## src/rtl/display_pkg.sv

```systemverilog
// Shared types and helpers for the 4-digit multiplexed display scanner.
package display_pkg;
  localparam int NDIG = 4;

  typedef logic [1:0] digit_t;
  typedef logic [3:0] nibble_t;

  // Digit index to active-low one-hot common-pin enable.
  function automatic logic [3:0] digit_en(digit_t d);
    return ~(4'b0001 << d);
  endfunction
endpackage

```

## src/rtl/scan_tick.sv

```systemverilog
// Digit-dwell prescaler: counts 0..SCAN_DIV-1 and flags the last count as a 1-cycle tick.
module scan_tick #(
  parameter int SCAN_DIV = 50000
) (
  input  logic clk,
  input  logic reset_n,
  output logic tick
);
  localparam int CW = $clog2(SCAN_DIV);
  localparam logic [CW-1:0] LAST = CW'(SCAN_DIV - 1);

  logic [CW-1:0] cnt;

  always_ff @(posedge clk or negedge reset_n) begin
    if (!reset_n) begin
      cnt <= '0;
    end else if (cnt == LAST) begin
      cnt <= '0;
    end else begin
      cnt <= cnt + CW'(1);
    end
  end

  assign tick = (cnt == LAST);
endmodule

```

## src/rtl/display_scan.sv

```systemverilog
// 4-digit scan driver: frame-synchronous word update, registered num/ct outputs.
// DISPLAY_SCAN_LZB_EN enables leading-zero blanking of digits 1..3.
module display_scan
  import display_pkg::*;
#(
  parameter int SCAN_DIV = 50000
) (
  input  logic        clk,
  input  logic        reset_n,
  input  logic        load,
  input  logic [15:0] value,
  output logic [3:0]  num,
  output logic [3:0]  ct,
  output logic        busy
);
  // load is a fire-and-forget strobe: no ready; busy only reports that a captured
  // word is waiting for the next frame boundary, and a newer load replaces it.
  logic        tick;
  digit_t      dig;
  digit_t      dig_next;
  logic [15:0] shadow;
  logic [15:0] pend_val;
  logic        pending;
  logic        boundary;
  logic [15:0] word_next;
  nibble_t     nib;
  logic        blank;

  scan_tick #(.SCAN_DIV(SCAN_DIV)) u_scan_tick (
    .clk     (clk),
    .reset_n (reset_n),
    .tick    (tick)
  );

  always_comb begin
    boundary  = tick && (dig == digit_t'(NDIG - 1));
    word_next = shadow;
    // A load on the boundary cycle itself goes straight into the new frame.
    if (boundary) begin
      if (load) begin
        word_next = value;
      end else if (pending) begin
        word_next = pend_val;
      end
    end
    dig_next = dig + digit_t'(1);
    nib      = word_next[{dig_next, 2'b00} +: 4];
    blank    = 1'b0;
`ifdef DISPLAY_SCAN_LZB_EN
    blank = (dig_next != digit_t'(0)) && ((word_next >> {dig_next, 2'b00}) == 16'h0000);
`endif
  end

  always_ff @(posedge clk or negedge reset_n) begin
    if (!reset_n) begin
      dig      <= '0;
      shadow   <= '0;
      pend_val <= '0;
      pending  <= 1'b0;
      num      <= 4'h0;
      ct       <= 4'b1110;
    end else begin
      if (boundary) begin
        shadow  <= word_next;
        pending <= 1'b0;
      end else if (load) begin
        pend_val <= value;
        pending  <= 1'b1;
      end
      if (tick) begin
        dig <= dig_next;
        num <= blank ? 4'h0 : nib;
        ct  <= blank ? 4'b1111 : digit_en(dig_next);
      end
    end
  end

  assign busy = pending;
endmodule

```

## config.mk

```make
export PLATFORM = sky130hd
export DESIGN_NAME = display_scan
export DESIGN_NICKNAME = d
export VERILOG_FILES = /design/src/rtl/display_pkg.sv /design/src/rtl/scan_tick.sv /design/src/rtl/display_scan.sv
export SDC_FILE = /design/constraint.sdc
export NUM_CORES = 1
export LEC_CHECK = 0
export CAP_MARGIN = 20
export CELL_PAD_IN_SITES_DETAIL_PLACEMENT = 1
export CELL_PAD_IN_SITES_GLOBAL_PLACEMENT = 2
export CORE_MARGIN = 5
export CORE_UTILIZATION = 37
export DETAILED_ROUTE_END_ITERATION = 8
export DONT_BUFFER_PORTS = 1
export PLACE_DENSITY = 0.76
export SLEW_MARGIN = 20
export SYNTH_ARGS = -nofsm -noshare
export SYNTH_HDL_FRONTEND = slang
export SYNTH_HIERARCHICAL = 1
export SYNTH_SLANG_ARGS = --single-unit
```

## constraint.sdc

```tcl
create_clock -name clk -period 2.38 [get_ports clk]
set_input_delay 0.357 -clock clk [delete_from_list [all_inputs] [get_ports clk]]
set_output_delay 0.357 -clock clk [all_outputs]
set_load 0.05 [all_outputs]
```

==> results of run 1 <==
stage by stage:
step           setup WS (ns)  area [sq um]  total power, mW  hold slack, ns
2_1_floorplan         0.1458          2999            1.109         0.06141
3_3_place_gp          0.1062          3159            1.115         0.06417
3_5_place_dp         0.04545          3159            1.117         0.06440
4_1_cts              0.03309          3423            2.189          0.1006
5_1_grt              0.02302          3448            2.259         0.09623
6_report              0.1282          3448            2.160          0.1291
layout make-up:
class / instances / area [sq um] / area share
clock buffer: 10 / 137.6 / 0.03991
clock inverter: 6 / 88.84 / 0.02576
inverter: 9 / 33.78 / 0.009797
multi-input combinational: 202 / 1395 / 0.4046
sequential: 59 / 1480 / 0.4292
tap: 102 / 127.6 / 0.03701
timing repair buffer: 20 / 185.2 / 0.05370
flip-flops by register name, indices dropped and copies added, names as in the netlist:
| signal | cells |
|---|---|
| dig | 2 |
| num | 4 |
| ct | 4 |
| u_scan_tick/cnt | 16 |
| shadow | 16 |
| pend_val | 16 |
| busy | 1 |
metal layers:
layer  vias to the layer above  wire (um)
met5                         -          0
met4                         0         69
met3                         6        381
met2                        38       3298
met1                      1130       3607
li1                       1074          -
Yosys cell counts (5+ instances only):
cell	count	area share
ha_1	5	0.021
nand2_1	19	0.024
and2_1	7	0.015
dfrtp_1	56	0.47
inv_1	9	0.011
o21ai_1	7	0.012
nor2_1	28	0.035
nand4b_1	6	0.018
buf_2	11	0.018
a31oi_1	6	0.013
mux2_1	12	0.045
o22ai_1	8	0.017
nand4_1	7	0.015
xor2_1	9	0.026
o21ai_0	14	0.023
a21oi_1	6	0.010
worst paths after layout:
path,start,to,slack (ns)
max,u_scan_tick/cnt[0]$_DFF_PN0_,num[3]$_DFFE_PN0P_,0.13
min,load,shadow[14]$_DFFE_PN0N_,0.13
max reg2reg,u_scan_tick/cnt[0]$_DFF_PN0_,num[3]$_DFFE_PN0P_,0.13
min reg2reg,pend_val[15]$_DFFE_PN0P_,pend_val[15]$_DFFE_PN0P_,0.48
max in group asynchronous,reset_n,ct[2]$_DFFE_PN1P_,1.52
min in group asynchronous,reset_n,u_scan_tick/cnt[9]$_DFF_PN0_,0.54
power by group through the flow:
stage / clock (mW) / sequential [mW] / combinational, mW
after floorplan: 0 / 1.06 / 0.0485
after global placement: 0 / 1.06 / 0.0503
after detailed placement: 0 / 1.07 / 0.0517
after CTS: 1.06 / 1.05 / 0.0798
after global routing: 1.12 / 1.05 / 0.0894
final: 1.04 / 1.05 / 0.0766
worst max-delay path, delay by kind of cell (launching register included):
family | cells | cell delay [ns]
AOI/OAI and AO/OA | 3 | 0.68
and+or+nand+nor | 3 | 0.52
DFF | 1 | 0.40
buffers and inverters | 2 | 0.32
adders and majority gates | 1 | 0.20
cells by family (layout without fill, tap and decap cells):
kind of cell / after synthesis / count (layout) / share of synthesized area
and+or+nand+nor: 102 / 102 / 0.1948
buffers and inverters: 27 / 45 / 0.04714
AOI/OAI and AO/OA: 69 / 69 / 0.1573
xor gates and xnor gates: 13 / 13 / 0.03796
muxes: 13 / 13 / 0.04839
adders and majority gates: 5 / 5 / 0.02086
DFF: 59 / 59 / 0.4935
timing repair:
item | in CTS | in global routing
setup buffers | 0 | 1
resized for setup | 0 | 5
endpoints found under the setup margin | 0 | 18
hold buffers | 2 | 0
endpoints found under the hold margin | 59 | 0
==> metrics, run 1 <==
run status completed; floorplan die height approximately 100 um; total placed cells including tap cells about 390; cells along the critical path ha_2, and3_1, and4_4, buf_4, and2_1, buf_12, o22a_1, a32o_1, a211o_1; maximum number of pins on one net before global-route repair 60; Worst path max stage delay about 0.40 ns; most frequent cells in the layout dfrtp_1 (56), nor2_1 (28), nand2_1 (19); met1 Use GR 0.2240; Final Wtd Congestion 0.7355; Gate power share 0.035; Clk network pwr share 0.480; top-level I/O count 28; clock sink total 59; total congestion overflow after global routing 0; Detail Placement HPWL 5040 um; GRT Overall Usage 0.1611; grt met3 use 0.05073; synthesis-to-finish area growth 14.98%; Pins Over Slew Limit 0; register clock-pin slew on the reported worst setup and hold paths ~0.070 ns; fin crit share 0.9461; global-route met2 utilization 0.2422; part of the power in registers 0.485; worst hold path type in -> reg; peak clock frequency supported by timing roughly 440 MHz; Internal Dissipation 1.685 mW; busiest layer in global routing met2; Seq/Total Area, Yosys 0.4935; clock tree from TritonCTS built; data required time of the worst path between 2 and 3 ns; total detailed-routing wirelength 7356 um; number of routed nets with antenna violations 0; number of cells traversed by the worst hold path 1; detailed-route vias per instance roughly 5.5; unrepaired setup endpoints after global routing no; count of flip-flops with a built-in enable after synthesis 0; root buf cell clkbuf_8; Post-Route Skew 0.007787 ns; highest ir drop seen on vdd 0.0003271 V; later-pin clock latency in the skew report 0.34 ns; Final Critical Period 2.252 ns; CTS Buf Count 9; post-layout util 0.4417; max cap viols 0; type of origin of the critical path flop; Post-Syn Instances ~290; Power per Cell Area between 600 and 700 mW/mm^2; average instance area after synthesis ~10 sq um; DRC marker count from the first detailed-route iteration 95; post-route insts no fill roughly 410; global-route wire length before repair 12,610 um; number of global-route vias before repair between 2k and 2.5k; number of synthesized register bits 59; Static Leakage 1.554 nW; Longest Clk Path Bufs 2; Most used DFF post-synth dfrtp_1; share of post-route cells with drive strength above 1 0.1667; number of nets produced by synthesis approximately 310; Switching Share 0.2200; netlist area before placement 0.002999 sq mm; total via count in the routed design 2,248; Pre-Repair DR Iteration Count 4; path depth of the worst reg2reg path 9; Die X 100.0 um; worst setup path category reg -> reg; quantity of I/O buffers inserted on ports 0; maximum fanout along the worst path 23; Filler Cells Inserted 861; endpoints failing hold 0; CP max stage cell dfrtp_1; antenna violations before repair 0; floorplan die area 0.01001 sq mm; final net count 325; actual slew at the worst max-slew pin about 0.75 ns; Worst Path Arrival about 2.5 ns; Async S/R FF share, synth 1.000; Starting Density 0.3841; Yosys warning total 6; Switching Power 475.2 uW; number of levels in the clock H-tree 3; setup violators final 0; detail-routed net length per standard cell 18.03 um; Unique masters post-synth 53; type of destination of the critical path flop; drc violations 0; total core area ~0.0078 sq mm; Cell Rows 32; most common library cell in the layout ignoring fill and taps dfrtp_1; count of inserted antenna diode cells 0; setup TNS 0 ns; worst slew slack as a fraction of its limit 0.5031
Note: power is estimated with default switching activity, not from simulation.
==> run 2, diff against run 1 <==
Settings changed: PLACE_DENSITY 0.76 to unset, PLACE_DENSITY_LB_ADDON set to 0.1.
==> run 2 against run 1 <==
Effect of this change:
- highest routed layer unchanged
- non-clock buffer count up 2
- cell area decreased by 0.76%
- clock power fell by 18%
- sequential share of layout area increased by 0.33 points
- critical endpoint unchanged
- sequential cell count did not move
- clock-buffer cell count increased by 3
- core utilization decreased by 0.34 points
- register-to-register slack got worse by 0.03 ns
- global-route usage rose by 0.87 points
- sequential power is essentially flat
- critical path depth did not move
==> metrics, run 2 (synthesized netlist as in run 1, its figures left out) <==
floorplan die area 0.01001 sq mm (unchanged); later-pin clock latency in the skew report 0.34 ns (about the same); number of levels in the clock H-tree 3 (unchanged); Power per Cell Area 577.0 mW/mm^2 (-7.9%); run status completed; Hold Worst Slack 0.1233 ns (-0.005781 ns); register clock-pin slew on the reported worst setup and hold paths 0.07 ns (about the same); Final Critical Period 2.284 ns (+0.03258 ns); internal reg-to-reg setup slack 0.1 ns (-0.03 ns); root buf cell clkbuf_8; crit path from u_scan_tick/cnt[0]$_DFF_PN0_; top-level I/O count 28 (unchanged); total core area 0.007807 sq mm (unchanged); area occupied by registers 0.001480 sq mm (unchanged); Starting Density 0.3841 (unchanged); worst slew slack as a fraction of its limit 0.6569 (+0.1537); drc violations 0 (unchanged); peak clock frequency supported by timing 437.8 MHz (-1.4%); Post-Route Skew 0.006893 ns (-0.0008941 ns); endpoints failing hold 0 (unchanged); highest ir drop seen on vdd 0.0003044 V (-7.0%); setup TNS 0 ns (unchanged); total placed cells including tap cells 392 (+0.77%); type of origin of the critical path flop; overall power 1.974 mW (-8.6%); Final Wtd Congestion 0.7527 (+2.3%); DRC marker count from the first detailed-route iteration 88 (-7.4%); GRT Overall Usage 0.1698 (+0.008709); fin crit share 0.9598 (+0.01369); most frequent cells in the layout dfrtp_1 (56), nor2_1 (28), nand2_1 (19); quantity of I/O buffers inserted on ports 0 (unchanged); final net count 327 (+0.62%); Pins Over Slew Limit 0 (unchanged); area occupied by multi-input gates 0.001389 sq mm (-0.45%); worst slack at placement 0.01090 ns (-0.03454 ns); count of inserted antenna diode cells 0 (unchanged); detailed-route vias per instance 5.413 (-1.8%); worst hold path type in -> reg; crit path capture num[3]$_DFFE_PN0P_; max cap viols 0 (unchanged); top flop regs pend_val (16), shadow (16), u_scan_tick/cnt (16); clock sink total 59 (unchanged); clock tree from TritonCTS built; maximum number of pins on one net before global-route repair 60 (unchanged); Die X 100.0 um (unchanged); placed standard-cell area 0.003194 sq mm (+1.1%); post-CTS setup-driven buffer insertion count 0 (unchanged); type of destination of the critical path flop; path depth of the worst reg2reg path 9 (unchanged); number of cells traversed by the worst hold path 1 (unchanged); post-route insts no fill 409 (+0.25%); Worst Path Arrival 2.51 ns (+0.03 ns); setup violators final 0 (unchanged); total via count in the routed design 2,214 (-1.5%); number of global-route vias before repair 2,471 (+2.4%); detail-routed net length per standard cell 18.69 um (+3.6%); antenna violations before repair 0 (unchanged); CTS Buf Count 9 (unchanged); synthesis-to-finish area growth 14.10%; Static Leakage 1.554 nW (about the same); Filler Cells Inserted 892 (+3.6%); final non-filler cell area 0.003422 sq mm (-0.76%); share of post-route cells with drive strength above 1 0.1629 (-0.003800); total detailed-routing wirelength 7643 um (+3.9%); Reg2Reg Capture Point num[3]$_DFFE_PN0P_; worst setup path category reg -> reg; maximum fanout along the worst path 22 (-4.3%); launching point of the worst reg2reg path u_scan_tick/cnt[0]$_DFF_PN0_; most common library cell in the layout ignoring fill and taps dfrtp_1; Longest Clk Path Bufs 2 (unchanged); number of routed nets with antenna violations 0 (unchanged); floorplan die height 100.0 um (unchanged); Detail Placement HPWL 5371 um (+6.6%); global-route wire length before repair 13,260 um (+5.2%); actual slew at the worst max-slew pin 0.5147 ns (-0.2306 ns); post-layout util 0.4383 (-0.003366); Pre-Repair DR Iteration Count 4 (unchanged); Worst Slack Setup Final 0.09566 ns (-0.03258 ns); data required time of the worst path 2.60 ns (about the same); Cell Rows 32 (unchanged); total congestion overflow after global routing 0 (unchanged)
run 2: changes by cell type in the layout (fill, tap and decap cells not counted):
cell and change:
buf_4 +1, buf_12 +1, bufinv_16 -2, clkbuf_1 +1, nor4b_1 +1, clkinv_4 -1
clkinv_2 +1, nor4b_2 -1, clkinvlp_4 -2, clkbuf_8 +2
run 2: worst min-delay path by stage:
| stage | startpoint | end | slack (ns) |
|---|---|---|---|
| after floorplan | reset_n | busy$_DFFE_PN0P_ | 0.06 |
| after global placement | reset_n | ct[0]$_DFFE_PN0P_ | 0.06 |
| after detailed placement | reset_n | ct[0]$_DFFE_PN0P_ | 0.06 |
| after CTS | load | shadow[14]$_DFFE_PN0N_ | 0.10 |
| after global routing | load | shadow[14]$_DFFE_PN0N_ | 0.12 |
| final | load | shadow[14]$_DFFE_PN0N_ | 0.12 |
run 2: where the power goes:
group          internal [mW]  switching [mW]  total (mW)
sequential              1.03          0.0132        1.05
clock                  0.455           0.395       0.850
combinational         0.0351          0.0425      0.0776
run 2: per-layer routing:
layer,global-route usage,vias up,routed length (um),part of all wire
met5,0,-,0,0
met4,0.06839,0,131,0.017
met3,0.03961,10,351,0.046
met2,0.2499,41,3339,0.44
met1,0.2406,1092,3821,0.50
li1,-,1071,-,-
run 2: area by class of cell:
class                           count  share of cell area
Inverter                            9            0.009872
Clock buffer                       13             0.04936
Clock inverter                      2            0.002925
Timing Repair Buffer               22             0.06216
Sequential cell                    59              0.4325
Tap cell                          102             0.03729
Multi-Input combinational cell    202              0.4058
run 2: timing repair:
action,in CTS,in global routing
endpoints found under the setup margin,0,16
resized for setup,0,4
hold endpoints to repair,59,0
hold buffers,2,0
run 2: critical path, stage by stage, from the launching register on:
cell and delay [ns]:
dfrtp_1 0.41, ha_2 0.21, and3_1 0.21, and4_4 0.17
buf_12 0.15, and2_1 0.17, buf_12 0.17, o22a_1 0.21
a32o_1 0.26, a211o_1 0.22
==> run 3, diff against run 2 <==
Settings changed: CORE_MARGIN 5 to unset.
==> run 3 against run 2 <==
Effect of this change:
- clock power rose by 24%
- clock-buffer cell count fell by 2
- power rose by 10%
- die area fell by 15%
- sequential cell count did not move
- sequential power barely moved
- fmax rose by 0.82%
- non-clock buffer count rose by 4
- critical path type unchanged
- largest power group unchanged
==> metrics, run 3 (synthesized netlist as in run 1, its figures left out) <==
run status completed; most common library cell in the layout ignoring fill and taps dfrtp_1; Die X 92.03 um (-8.0%); setup violators final 0 (unchanged); Top cell by count, worst path buf_4; Detail Placement HPWL 5193 um (-3.3%); cell depth of the worst setup path 9 (unchanged); Power per Cell Area 624.1 mW/mm^2 (+8.2%); number of levels in the clock H-tree 3 (unchanged); post-layout util 0.4483 (+0.009992); later-pin clock latency in the skew report 0.34 ns (about the same); Static Leakage 1.598 nW (+2.8%); floorplan die area 0.008470 sq mm (-15%); total congestion overflow after global routing 0 (unchanged); Worst path max stage delay 0.40 ns (about the same); Buf+Inv Stages, Crit Path 2 (unchanged); Reg2Reg Capture Point num[1]$_DFFE_PN0P_; unrepaired setup endpoints after global routing yes; register clock-pin slew on the reported worst setup and hold paths 0.07 ns (about the same); antenna violations before repair 0 (unchanged); maximum fanout along the worst path 11 (-50%); detailed-route vias per instance 5.505 (+1.7%); clock tree from TritonCTS built; peak clock frequency supported by timing 441.4 MHz (+0.82%); setup TNS 0 ns (unchanged); Pins Over Slew Limit 0 (unchanged); Switching Share 0.2126 (-0.01579); met2 wire len 3255 um (-2.5%); worst slew slack as a fraction of its limit 0.6593 (+0.002472); Switching Power 462.1 uW (+2.5%); part of the power in registers 0.481 (-0.049); final net count 331 (+1.2%); overall power 2.173 mW (+10%); type of destination of the critical path flop; fin crit share 0.9520 (-0.007812); root buf cell clkbuf_8; detailed route wirelength on metal3 361 um (+2.8%); top-level I/O count 28 (unchanged); type of origin of the critical path flop; CP max stage cell dfrtp_1; maximum number of pins on one net before global-route repair 60 (unchanged); worst setup path category reg -> reg; drc violations 0 (unchanged); share of post-route cells with drive strength above 1 0.1827 (+0.01983); Pre-Repair DR Iteration Count 7 (+3); synthesis-to-finish area growth 16.10%; floorplan die height 92.03 um (-8.0%); internal reg-to-reg setup slack 0.11 ns (+0.02 ns); start point of the worst hold path load; Cell Rows 32 (unchanged); Longest Clk Path Bufs 2 (unchanged); most frequent cells in the layout dfrtp_1 (56), nor2_1 (28), buf_4 (23); Post-Route Skew 0.007912 ns (+0.001019 ns); number of routed nets with antenna violations 0 (unchanged); top flop regs pend_val (16), shadow (16), u_scan_tick/cnt (16); Internal Dissipation 1.711 mW (+12%); Min-Delay Endpoint shadow[14]$_DFFE_PN0N_; number of global-route vias before repair 2,383 (-3.6%); number of cells traversed by the worst hold path 1 (unchanged); count of inserted antenna diode cells 0 (unchanged); total detailed-routing wirelength 7412 um (-3.0%); launching point of the worst reg2reg path u_scan_tick/cnt[0]$_DFF_PN0_; CTS Buf Count 9 (unchanged); GRT Overall Usage 0.1971 (+0.02727); Top Family by Delay on Critical Path compound AO/OA/AOI/OAI gates; data required time of the worst path 2.60 ns (about the same); max cap viols 0 (unchanged); DRC marker count from the first detailed-route iteration 124 (+41%); Gate power share 0.037 (-0.002); top routing layer used met4; highest ir drop seen on vdd 0.0002652 V (-13%); Final Critical Period 2.266 ns (-0.01859 ns); path depth of the worst reg2reg path 9 (unchanged); Clk network pwr share 0.481 (+0.051); Starting Density 0.3861 (+0.001980); worst hold path type in -> reg; actual slew at the worst max-slew pin 0.5110 ns (-0.003707 ns); Final Wtd Congestion 0.7358 (-2.2%); total core area 0.007767 sq mm (-0.51%); detail-routed net length per standard cell 17.90 um (-4.2%); clock sink total 59 (unchanged); Worst Path Arrival 2.49 ns (-0.02 ns); routed metal-1 wire length 3695 um (-3.3%); endpoints failing hold 0 (unchanged); quantity of I/O buffers inserted on ports 0 (unchanged); cells along the critical path ha_2, and3_1, and4_4, buf_4, and2_1, buf_4, o22a_1, a32o_1, a211o_1; global-route wire length before repair 12,590 um (-5.1%); total via count in the routed design 2,279 (+2.9%)
run 3: changes by cell type in the layout (fill, tap and decap cells not counted), sizes merged:
cell and delta:
bufinv +2, clkbuf -2, buf +4, clkinv +1
run 3: final cells by class:
class	instances	area [sq um]
clock inverter	5	75.07
inverter	9	33.78
fill	888	4285
sequential	59	1480
multi-input combinational	202	1393
clock buffer	11	151.4
timing repair buffer	26	221.5
tap	102	127.6
run 3: routing by layer:
layer | track usage | vias up
li1 | - | 1079
met5 | 0 | -
met1 | 0.2807 | 1152
met3 | 0.05970 | 8
met2 | 0.2786 | 40
met4 | 0.07552 | 0
run 3: repair_timing:
item / in CTS / in global routing
setup buffers: 0 / 2
hold endpoints to repair: 59 / 0
gates resized for setup: 1 / 6
hold buffers: 2 / 0
endpoints found under the setup margin: 14 / 16
run 3: metrics by stage:
stage	hold slack [ns]	instances	instance area (sq um)	setup WS, ns
after floorplan	0.06141	288	2999	0.1458
after global placement	0.06309	394	3184	0.09460
after detailed placement	0.06342	394	3184	0.01554
after CTS	0.1041	412	3455	0.008624
after global routing	0.1098	414	3482	-0.005692
final	0.1222	414	3482	0.1143
run 3: how the worst max path moves through the flow:
| stage | from | to | slack (ns) |
|---|---|---|---|
| floorplan | u_scan_tick/cnt[0]$_DFF_PN0_ | num[1]$_DFFE_PN0P_ | 0.15 |
| global placement | u_scan_tick/cnt[0]$_DFF_PN0_ | num[1]$_DFFE_PN0P_ | 0.09 |
| detailed placement | u_scan_tick/cnt[11]$_DFF_PN0_ | pend_val[9]$_DFFE_PN0P_ | 0.02 |
| CTS | u_scan_tick/cnt[11]$_DFF_PN0_ | pend_val[9]$_DFFE_PN0P_ | 0.009 |
| global route | u_scan_tick/cnt[11]$_DFF_PN0_ | num[0]$_DFFE_PN0P_ | -0.006 |
| finish | u_scan_tick/cnt[0]$_DFF_PN0_ | num[1]$_DFFE_PN0P_ | 0.11 |
run 3: power by group through the flow:
stage          sequential, mW  clock (mW)  combinational [mW]
6_report                 1.05        1.05              0.0806
5_1_grt                  1.05        1.13              0.0923
4_1_cts                  1.05        1.08              0.0835
3_5_place_dp             1.07           0              0.0547
3_3_place_gp             1.06           0              0.0538
2_1_floorplan            1.06           0              0.0485
